`config.mk`:
```
export PLATFORM = sky130hd
export DESIGN_NAME = correlation_packetizer_flat
export DESIGN_NICKNAME = d
export VERILOG_FILES = /design/src/rtl/correlation_packetizer_if.sv /design/src/rtl/correlation_packetizer.sv /design/src/flat_wrapper.sv
export SDC_FILE = /design/constraint.sdc
export NUM_CORES = 1
export LEC_CHECK = 0
export CORE_ASPECT_RATIO = 2
export CORE_UTILIZATION = 33
export CTS_BUF_LIST = sky130_fd_sc_hd__clkbuf_4 sky130_fd_sc_hd__clkbuf_8
export DETAILED_ROUTE_END_ITERATION = 10
export HOLD_SLACK_MARGIN = 0.06
export PLACE_DENSITY = 0.62
export SLEW_MARGIN = 0
export SYNTH_ARGS = -nofsm -noshare
export SYNTH_HDL_FRONTEND = slang
export SYNTH_SLANG_ARGS = --single-unit
```
`constraint.sdc`:
```
create_clock -name pllclk -period 8.45 [get_ports pllclk]
set_input_delay 2.1125 -clock pllclk [delete_from_list [all_inputs] [get_ports pllclk]]
set_output_delay 2.1125 -clock pllclk [all_outputs]
set_load 0.01 [all_outputs]
```
`src/rtl/correlation_packetizer_if.sv`:
```
// rtl/correlation_packetizer_if.sv - byte stream handshake between the packetizer and its sink
interface correlation_packetizer_if;
  logic [7:0] tx_data;
  logic       tx_valid;
  logic       tx_ready;

  modport master (output tx_data, output tx_valid, input tx_ready);
  modport slave  (input tx_data, input tx_valid, output tx_ready);
endinterface

```
`src/rtl/correlation_packetizer.sv`:
```
// rtl/correlation_packetizer.sv - ASCII-hex packet of header, captured correlator payload, sequence footer; CR/LF with CORRELATION_PACKETIZER_TERMINATOR_EN
module correlation_packetizer #(
  parameter int          PAYLOAD_WIDTH = 48,
  parameter logic [63:0] HEADER_WORD   = 64'hA5A5_5A5A_0000_0001
) (
  input  logic                     pllclk,
  input  logic                     reset,
  input  logic [PAYLOAD_WIDTH-1:0] pulses,
  input  logic                     start,
  correlation_packetizer_if.master tx,
  output logic                     busy,
  output logic                     dropped
);

  localparam int PAY_NIBS = PAYLOAD_WIDTH / 4;
  localparam int MAX_NIBS = (PAY_NIBS > 16) ? PAY_NIBS : 16;
  localparam int CW       = $clog2(MAX_NIBS + 1);
  localparam int PIW      = (PAYLOAD_WIDTH > 4) ? $clog2(PAYLOAD_WIDTH) : 2;

  localparam logic [2:0] IDLE    = 3'd0;
  localparam logic [2:0] HEADER  = 3'd1;
  localparam logic [2:0] PAYLOAD = 3'd2;
  localparam logic [2:0] FOOTER  = 3'd3;
`ifdef CORRELATION_PACKETIZER_TERMINATOR_EN
  localparam logic [2:0] TERM    = 3'd4;
`endif

  logic [2:0]               state;
  logic [2:0]               next_state;
  logic [CW-1:0]            nib_cnt;
  logic [PAYLOAD_WIDTH-1:0] snapshot;
  logic [63:0]              seq_cnt;
  logic [63:0]              footer_word;
  logic [5:0]               word_idx;
  logic [PIW-1:0]           pay_idx;
  logic [3:0]               nibble;
  logic                     hex_field;
  logic                     last_nib;
  logic                     fire;
  logic [7:0]               byte_out;

  // seq_cnt already counts the packet in flight, so the footer is one behind
  assign footer_word = seq_cnt - 64'd1;
  assign word_idx    = 6'd60 - 6'({nib_cnt, 2'b00});
  assign pay_idx     = PIW'(PAYLOAD_WIDTH - 4) - PIW'({nib_cnt, 2'b00});

  always_comb begin
    nibble     = 4'h0;
    hex_field  = 1'b0;
    last_nib   = 1'b0;
    next_state = IDLE;
    byte_out   = 8'h00;
    case (state)
      HEADER: begin
        nibble     = HEADER_WORD[word_idx +: 4];
        hex_field  = 1'b1;
        last_nib   = (nib_cnt == CW'(15));
        next_state = PAYLOAD;
      end
      PAYLOAD: begin
        nibble     = snapshot[pay_idx +: 4];
        hex_field  = 1'b1;
        last_nib   = (nib_cnt == CW'(PAY_NIBS - 1));
        next_state = FOOTER;
      end
      FOOTER: begin
        nibble     = footer_word[word_idx +: 4];
        hex_field  = 1'b1;
        last_nib   = (nib_cnt == CW'(15));
`ifdef CORRELATION_PACKETIZER_TERMINATOR_EN
        next_state = TERM;
`else
        next_state = IDLE;
`endif
      end
`ifdef CORRELATION_PACKETIZER_TERMINATOR_EN
      TERM: begin
        byte_out   = (nib_cnt == CW'(0)) ? 8'h0D : 8'h0A;
        last_nib   = (nib_cnt == CW'(1));
        next_state = IDLE;
      end
`endif
      default: ;
    endcase
    if (hex_field) begin
      byte_out = (nibble < 4'd10) ? (8'h30 + {4'h0, nibble}) : (8'h37 + {4'h0, nibble});
    end
  end

  assign busy        = (state != IDLE);
  assign fire        = busy & tx.tx_ready;
  assign tx.tx_valid = busy;
  assign tx.tx_data  = byte_out;

  always_ff @(posedge pllclk or posedge reset) begin
    if (reset) begin
      state    <= IDLE;
      nib_cnt  <= '0;
      snapshot <= '0;
      seq_cnt  <= 64'd0;
      dropped  <= 1'b0;
    end else begin
      // a start is only ever honoured from IDLE, including on the final-byte edge
      dropped <= start & busy;
      if (state == IDLE) begin
        if (start) begin
          state    <= HEADER;
          nib_cnt  <= '0;
          snapshot <= pulses;
          seq_cnt  <= seq_cnt + 64'd1;
        end
      end else if (fire) begin
        if (last_nib) begin
          state   <= next_state;
          nib_cnt <= '0;
        end else begin
          nib_cnt <= nib_cnt + CW'(1);
        end
      end
    end
  end

endmodule

```
`src/flat_wrapper.sv`:
```
// flat-port wrapper written by rule: the top's interface ports become plain ports
module correlation_packetizer_flat 
#(
  parameter int          PAYLOAD_WIDTH = 48,
  parameter logic [63:0] HEADER_WORD   = 64'hA5A5_5A5A_0000_0001
)
  (pllclk, reset, pulses, start, busy, dropped, tx_tx_data, tx_tx_valid, tx_tx_ready);
  correlation_packetizer_if tx_i ();
  input  logic pllclk;
  input  logic reset;
  input  logic [PAYLOAD_WIDTH-1:0] pulses;
  input  logic start;
  output logic busy;
  output logic dropped;
  output wire logic [$bits(tx_i.tx_data)-1:0] tx_tx_data;
  output wire logic [$bits(tx_i.tx_valid)-1:0] tx_tx_valid;
  input wire logic [$bits(tx_i.tx_ready)-1:0] tx_tx_ready;
  assign tx_tx_data = tx_i.tx_data;
  assign tx_tx_valid = tx_i.tx_valid;
  assign tx_i.tx_ready = tx_tx_ready;
  correlation_packetizer #(.PAYLOAD_WIDTH(PAYLOAD_WIDTH), .HEADER_WORD(HEADER_WORD)) u_core (.pllclk(pllclk), .reset(reset), .pulses(pulses), .start(start), .tx(tx_i), .busy(busy), .dropped(dropped));
endmodule
```
Word level (Yosys, flattened, before mapping)
Index checks and enable logic that the tools add are counted.

$add $sub $neg: 7. Magnitude comparators: 1. Equality and inequality tests: 6. Shifts and indexed selects: 3. Mux-type cells: 14. Bitwise operators: 2. Reductions and logical operators: 9.

Operator list (count): $add 64x1->64 const B (1); $shiftx 64x7->4 (1); $shiftx 64x7->4 const A (1); $sub 64x1->64 const B (1); $shiftx 48x7->4 (1); $mux 5 (4); $mux 8 (2); $add 6x4->7 const A (2); $mux 3 (4); $pmux 4 s3 (1); $sub 6x6->6 const A (2); $eq 5x4->1 const B (2); $eq 3x2->1 const B (2); $add 5x1->5 const B (1); $lt 4x4->1 const B (1); $pmux 2 s2 (1); $reduce_and 2->1 (2); $reduce_bool 2->1 (2); $eq 3x1->1 const B (1); $logic_not 3->1 (1); $reduce_and 3->1 (1); $reduce_bool 3->1 (1); $reduce_or 3->1 (1); $and 1x1->1 (2); 4 further kinds (4).

Flip-flop bits (word level): 121. Output and inout bits: 11. Word-level logic and storage cells: 47.

Logic depth before layout (Yosys ltp)
Depth in word-level cells: 6. Gate-level depth with buffers: 14.

Worst setup path after synthesis
OpenSTA, ideal clock, no wires.

Path kind: register to output. Start: register u_core.seq_cnt[0]. End: output port tx_tx_data[2]. Arrival time: 3.609 ns. Data required time: 6.338 ns. Setup slack: 2.728 ns. Stages on the path, launching flop included: 14. Cells stage by stage: dfrtp_1 inv_1 ha_1 nor4b_2 nand4_1 or3_1 nor4_1 xor2_1 o311a_1 o41ai_1 nand2b_1 ha_1 nor3b_2 mux2_2.

Cells in the longest elaborated chain, start to end: 6. Elaborated cells between the ends (all ways): 8. Those cells by class: add/sub (3); order compare (1); shift (1); mux (3).

Ends and longest elaborated chain: start, declared (RTL line correlation_packetizer.sv:32) `logic [63:0] seq_cnt;`; start signal, assigned (RTL line correlation_packetizer.sv:110) `seq_cnt <= seq_cnt + 64'd1;`; $sub 64x1->64 * (RTL line correlation_packetizer.sv:43) `assign footer_word = seq_cnt - 64'd1;`; named net u_core.footer_word[0] (RTL line correlation_packetizer.sv:33) `logic [63:0] footer_word;`; $shiftx 64x7->4 * (RTL line correlation_packetizer.sv:67) `nibble = footer_word[word_idx +: 4];`; $pmux 4 s3 * (RTL line correlation_packetizer.sv:53) `case (state)`; $add 6x4->7 or $lt 4x4->1 (tied branches) (RTL line correlation_packetizer.sv:86) `byte_out = (nibble < 4'd10) ? (8'h30 + {4'h0, nibble}) : (8'h37 + {4'h0, nibble});`; $mux 8 * (RTL line correlation_packetizer.sv:86); $mux 8 * (RTL line correlation_packetizer.sv:85) `if (hex_field) begin`; end, declared (RTL line flat_wrapper.sv:15) `output wire logic [$bits(tx_i.tx_data)-1:0] tx_tx_data;`.

Mark *: on every way through the listed nets, which the timed path passes. The rest lies on a longest branch.

Worst setup path in the final report
Ends and elaborated chain as after synthesis.

==> results.py <==
metrics = {
    "setup_path": {
        "crit_chain": "inv_1, ha_1, nor4b_2, and3_1, nand4_1, or4_1, xor2_1, a221oi_1, o41ai_1, nand2b_1, ha_1, nor3b_2, mux2_2, clkdlybuf4s50_1",
        "crit_top_cell": "ha_1",
        "critical_path.top_delay_family": "simple AND/OR/NAND/NOR gates",
        "critPathMaxStageDelay_ns": 0.83,
        "end_kind": "output pin",
        "cp.buffers_inverters": 2,
        "arrival_ns": 5.57,
        "slowest_stage": "o41ai_1",
        "path_max_fanout": 8,
        "start_kind": "register",
        "crit_type": "reg2out",
        "cp_data_required_time_ns": 6.34,
    },
    "route": {
        "drt_first_pass_iters": 5,
        "vias": 6949,
        "wl_per_cell_um": 18.0,
        "drc": 0,
        "routed_wl_mm": 22.5,
        "ant_nets": 0,
        "first_iter_violations": 396,
        "viasPerCell": 5.56,
    },
    "timing": {
        "max_slew_margin_pct": 36.7,
        "setup_tns_ns": 0,
        "finalSetupViolations": 0,
        "min_period_over_period_pct": 90.9,
        "worst_slew_pin_slew_ns": 0.949,
        "final_max_slew_viol_count": 0,
        "min_period_ns": 7.68,
        "fmax_mhz": 130,
        "finClkSkew_ns": 0.0167,
        "rsz0062_at_grt": "false",
        "hold_viol": 0,
    },
    "synth": {
        "synth_nets": 998,
        "yosysWarnings": 0,
        "synth_edf_count": 0,
        "syn_area_per_cell_sq_um": 8.53,
        "ys.flop_type": "dfrtp_1",
        "seq_area_frac_synth_pct": 37.6,
        "syn_area_sq_um": 7990,
        "async_flop_share_pct": 100,
        "postSynthCellCount": 937,
        "synth-seq-cells": 120,
        "yosysUniqueCellTypes": 73,
    },
    "floorplan": {
        "die_x_um": 112,
        "row_count": 80,
        "initial_utilization_pct": 33.5,
        "die_h_um": 222,
        "ios": 63,
        "core_area_sq_um": 23800,
        "fp.dieArea_sq_um": 24900,
    },
    "global_routing": {
        "grt_max_degree": 75,
        "grt_pass1_vias": 7061,
        "antenna_found_initial": 1,
        "overflow": 0,
        "track_usage_pct": 19.2,
        "grt_first_pass_wirelength_mm": 36.8,
    },
    "pwr": {
        "p_comb_share_pct": 49.6,
        "clockPowerShare_pct": 19.2,
        "p_sw_share_pct": 42.8,
        "p_per_area_nw_per_um2": 297,
        "power_leakage_uw": 0.00398,
        "power_frac_seq_pct": 31.2,
        "intPower_uw": 1540,
        "vdd_drop_max_v": 0.000180,
        "p_sw_uw": 1150,
    },
    "clock_network": {
        "ctsResizeCount": 0,
        "clk_pin_slew_ns": 0.08,
        "post_cts.repair.setup_buffers": 0,
        "clock_tree.buffer_depth": 2,
        "cts_sinks": 120,
        "root_buffer": "clkbuf_8",
        "cts_buffers": 17,
        "cts_tree": "done",
        "cts_htree_levels": 4,
        "hold_buffers": 0,
        "worstSkewPairLatency_ns": 0.48,
    },
    "final_layout": {
        "areaGrowthSynthToFinish_pct": 13.5,
        "num-nets-final": 1010,
        "fin_cells": 1250,
        "drive_above_1_share_pct": 8.11,
        "multi_input_comb_area_sq_um": 4610,
        "regArea_sq_um": 3000,
        "final_util_pct": 38.1,
        "fill_cells": 2434,
    },
    "place": {
        "port-buffer-count": 61,
        "dpl.cell_count": 1217,
        "place.gp.congestion": 0.932,
        "dpl.hpwl_mm": 16.9,
    },
    "run_status": {
        "outcome": "completed",
    },
    "flow_run": {
        "drv_cap": 0,
    },
    "min_path": {
        "hold_class": "reg2reg",
    },
}
[metal layers]
layer	global-route usage, %	vias up	routed length (um)
li1	-	3338	-
met1	18.1	3343	7880
met2	35.5	179	12300
met3	3.85	89	711
met4	14.9	0	1620
met5	0	-	0
[worst paths after layout]
kind                       depth (start not counted)  slack [ns]                start                  end
min                                                2        0.47  u_core.snapshot[21]  u_core.snapshot[21]
min reg2reg                                        2        0.47  u_core.snapshot[21]  u_core.snapshot[21]
max reg2reg                                       12        4.38      u_core.state[1]   u_core.seq_cnt[63]
min in group asynchronous                          2        2.06                reset   u_core.seq_cnt[24]
max                                               14        0.77    u_core.seq_cnt[0]        tx_tx_data[2]
max in group asynchronous                          3        4.97                reset    u_core.nib_cnt[0]
[cells in the final DEF (no fill, tap or decap), types with 7 or more instances in the layout]
cell and n:
inv_1 10, o31a_1 10, mux4_2 12, nand3_1 46
nor3_1 27, o21ai_0 24, xnor2_1 67, ha_1 9
buf_4 8, o31ai_1 8, nand2b_1 8, nor2_1 59
mux2i_1 9, nand2_1 204, and2_1 7, a21oi_1 12
xor2_1 30, and4_1 7, or4_1 13, nand4_1 25
or3_1 15, clkdlybuf4s50_1 61, and3_1 19, nor4_1 27
inv_6 8, dfrtp_1 119, clkbuf_8 17, a31oi_1 8
[cell usage after synthesis, types with 5 or more instances]
cell type	n	area share, %
o31ai_1	8	0.75
buf_1	9	0.42
and2_1	8	0.63
a21oi_1	12	0.75
inv_1	11	0.52
xnor2_1	67	7.3
nand3_1	46	2.9
or4_1	13	1.2
nand2_1	204	9.6
nor2b_1	6	0.47
o21ai_0	24	1.5
and4_1	7	0.77
dfrtp_1	120	38
buf_2	12	0.75
xor2_1	30	3.3
nand2b_1	8	0.63
nor4_1	27	2.1
nand4_1	25	2.0
and3_1	19	1.5
or3_1	15	1.2
o31a_1	10	1.1
mux2i_1	9	1.1
nor2_1	59	2.8
o211ai_1	5	0.47
clkbuf_1	49	2.3
mux4_2	12	3.4
nor3_1	27	1.7
a31oi_1	8	0.63
ha_1	9	1.4
[stage by stage]
stage                     hold slack, ns  worst slack, ns  instance area, sq um  total power (uW)
after global routing               0.505            0.382                  9070              2870
final                              0.474            0.766                  9070              2690
after detailed placement           0.458             1.42                  8690              2170
after global placement             0.453             1.50                  8690              2150
after CTS                          0.479            0.867                  9070              2700
after floorplan                    0.439             2.73                  7990              1750
[worst reg2reg max path: stages, from the launching register on]
cell and delay, ns:
dfrtp_1 0.41, inv_1 0.11, ha_1 0.48, and2_2 0.24, buf_4 0.48, nand4_1 0.31
nor3_1 0.32, buf_4 0.21, nand3_1 0.08, buf_4 0.19, nor4_1 0.74, nand4_1 0.22
xnor2_1 0.18
[state kept, by name (all words and copies together), names as in the netlist]
signal,count
u_core.snapshot,48
u_core.state,2
u_core.seq_cnt,64
u_core.nib_cnt,5
u_core.dropped,1
[power groups by stage]
stage | clock (uW) | sequential (uW) | combinational (uW)
floorplan | 0 | 761 | 985
global placement | 0 | 844 | 1310
detailed placement | 0 | 853 | 1320
CTS | 532 | 841 | 1330
global route | 556 | 863 | 1450
finish | 516 | 839 | 1340
[cells by family after synthesis]
group	Yosys count	synth area share (%)
adder cells (fa/ha/maj)	9	1.41
AO/OA/AOI/OAI	109	9.77
multiplexers	25	5.07
buffers and inverters	88	4.75
XOR/XNOR	97	10.6
other	1	0.0469
flip-flops	120	37.6
AND/OR/NAND/NOR	488	30.7
[area by class of cell]
cell class              instances  share of cell area, %
clock buffers                  18                   2.66
clock inverters                14                   1.50
multi-input cells             729                   50.8
inverters                      12                  0.524
well taps                     287                   3.96
diodes                          1                 0.0276
flip-flops and latches        120                   33.1
repair buffers                 69                   7.39
Note: power is estimated with default switching activity, not from simulation.
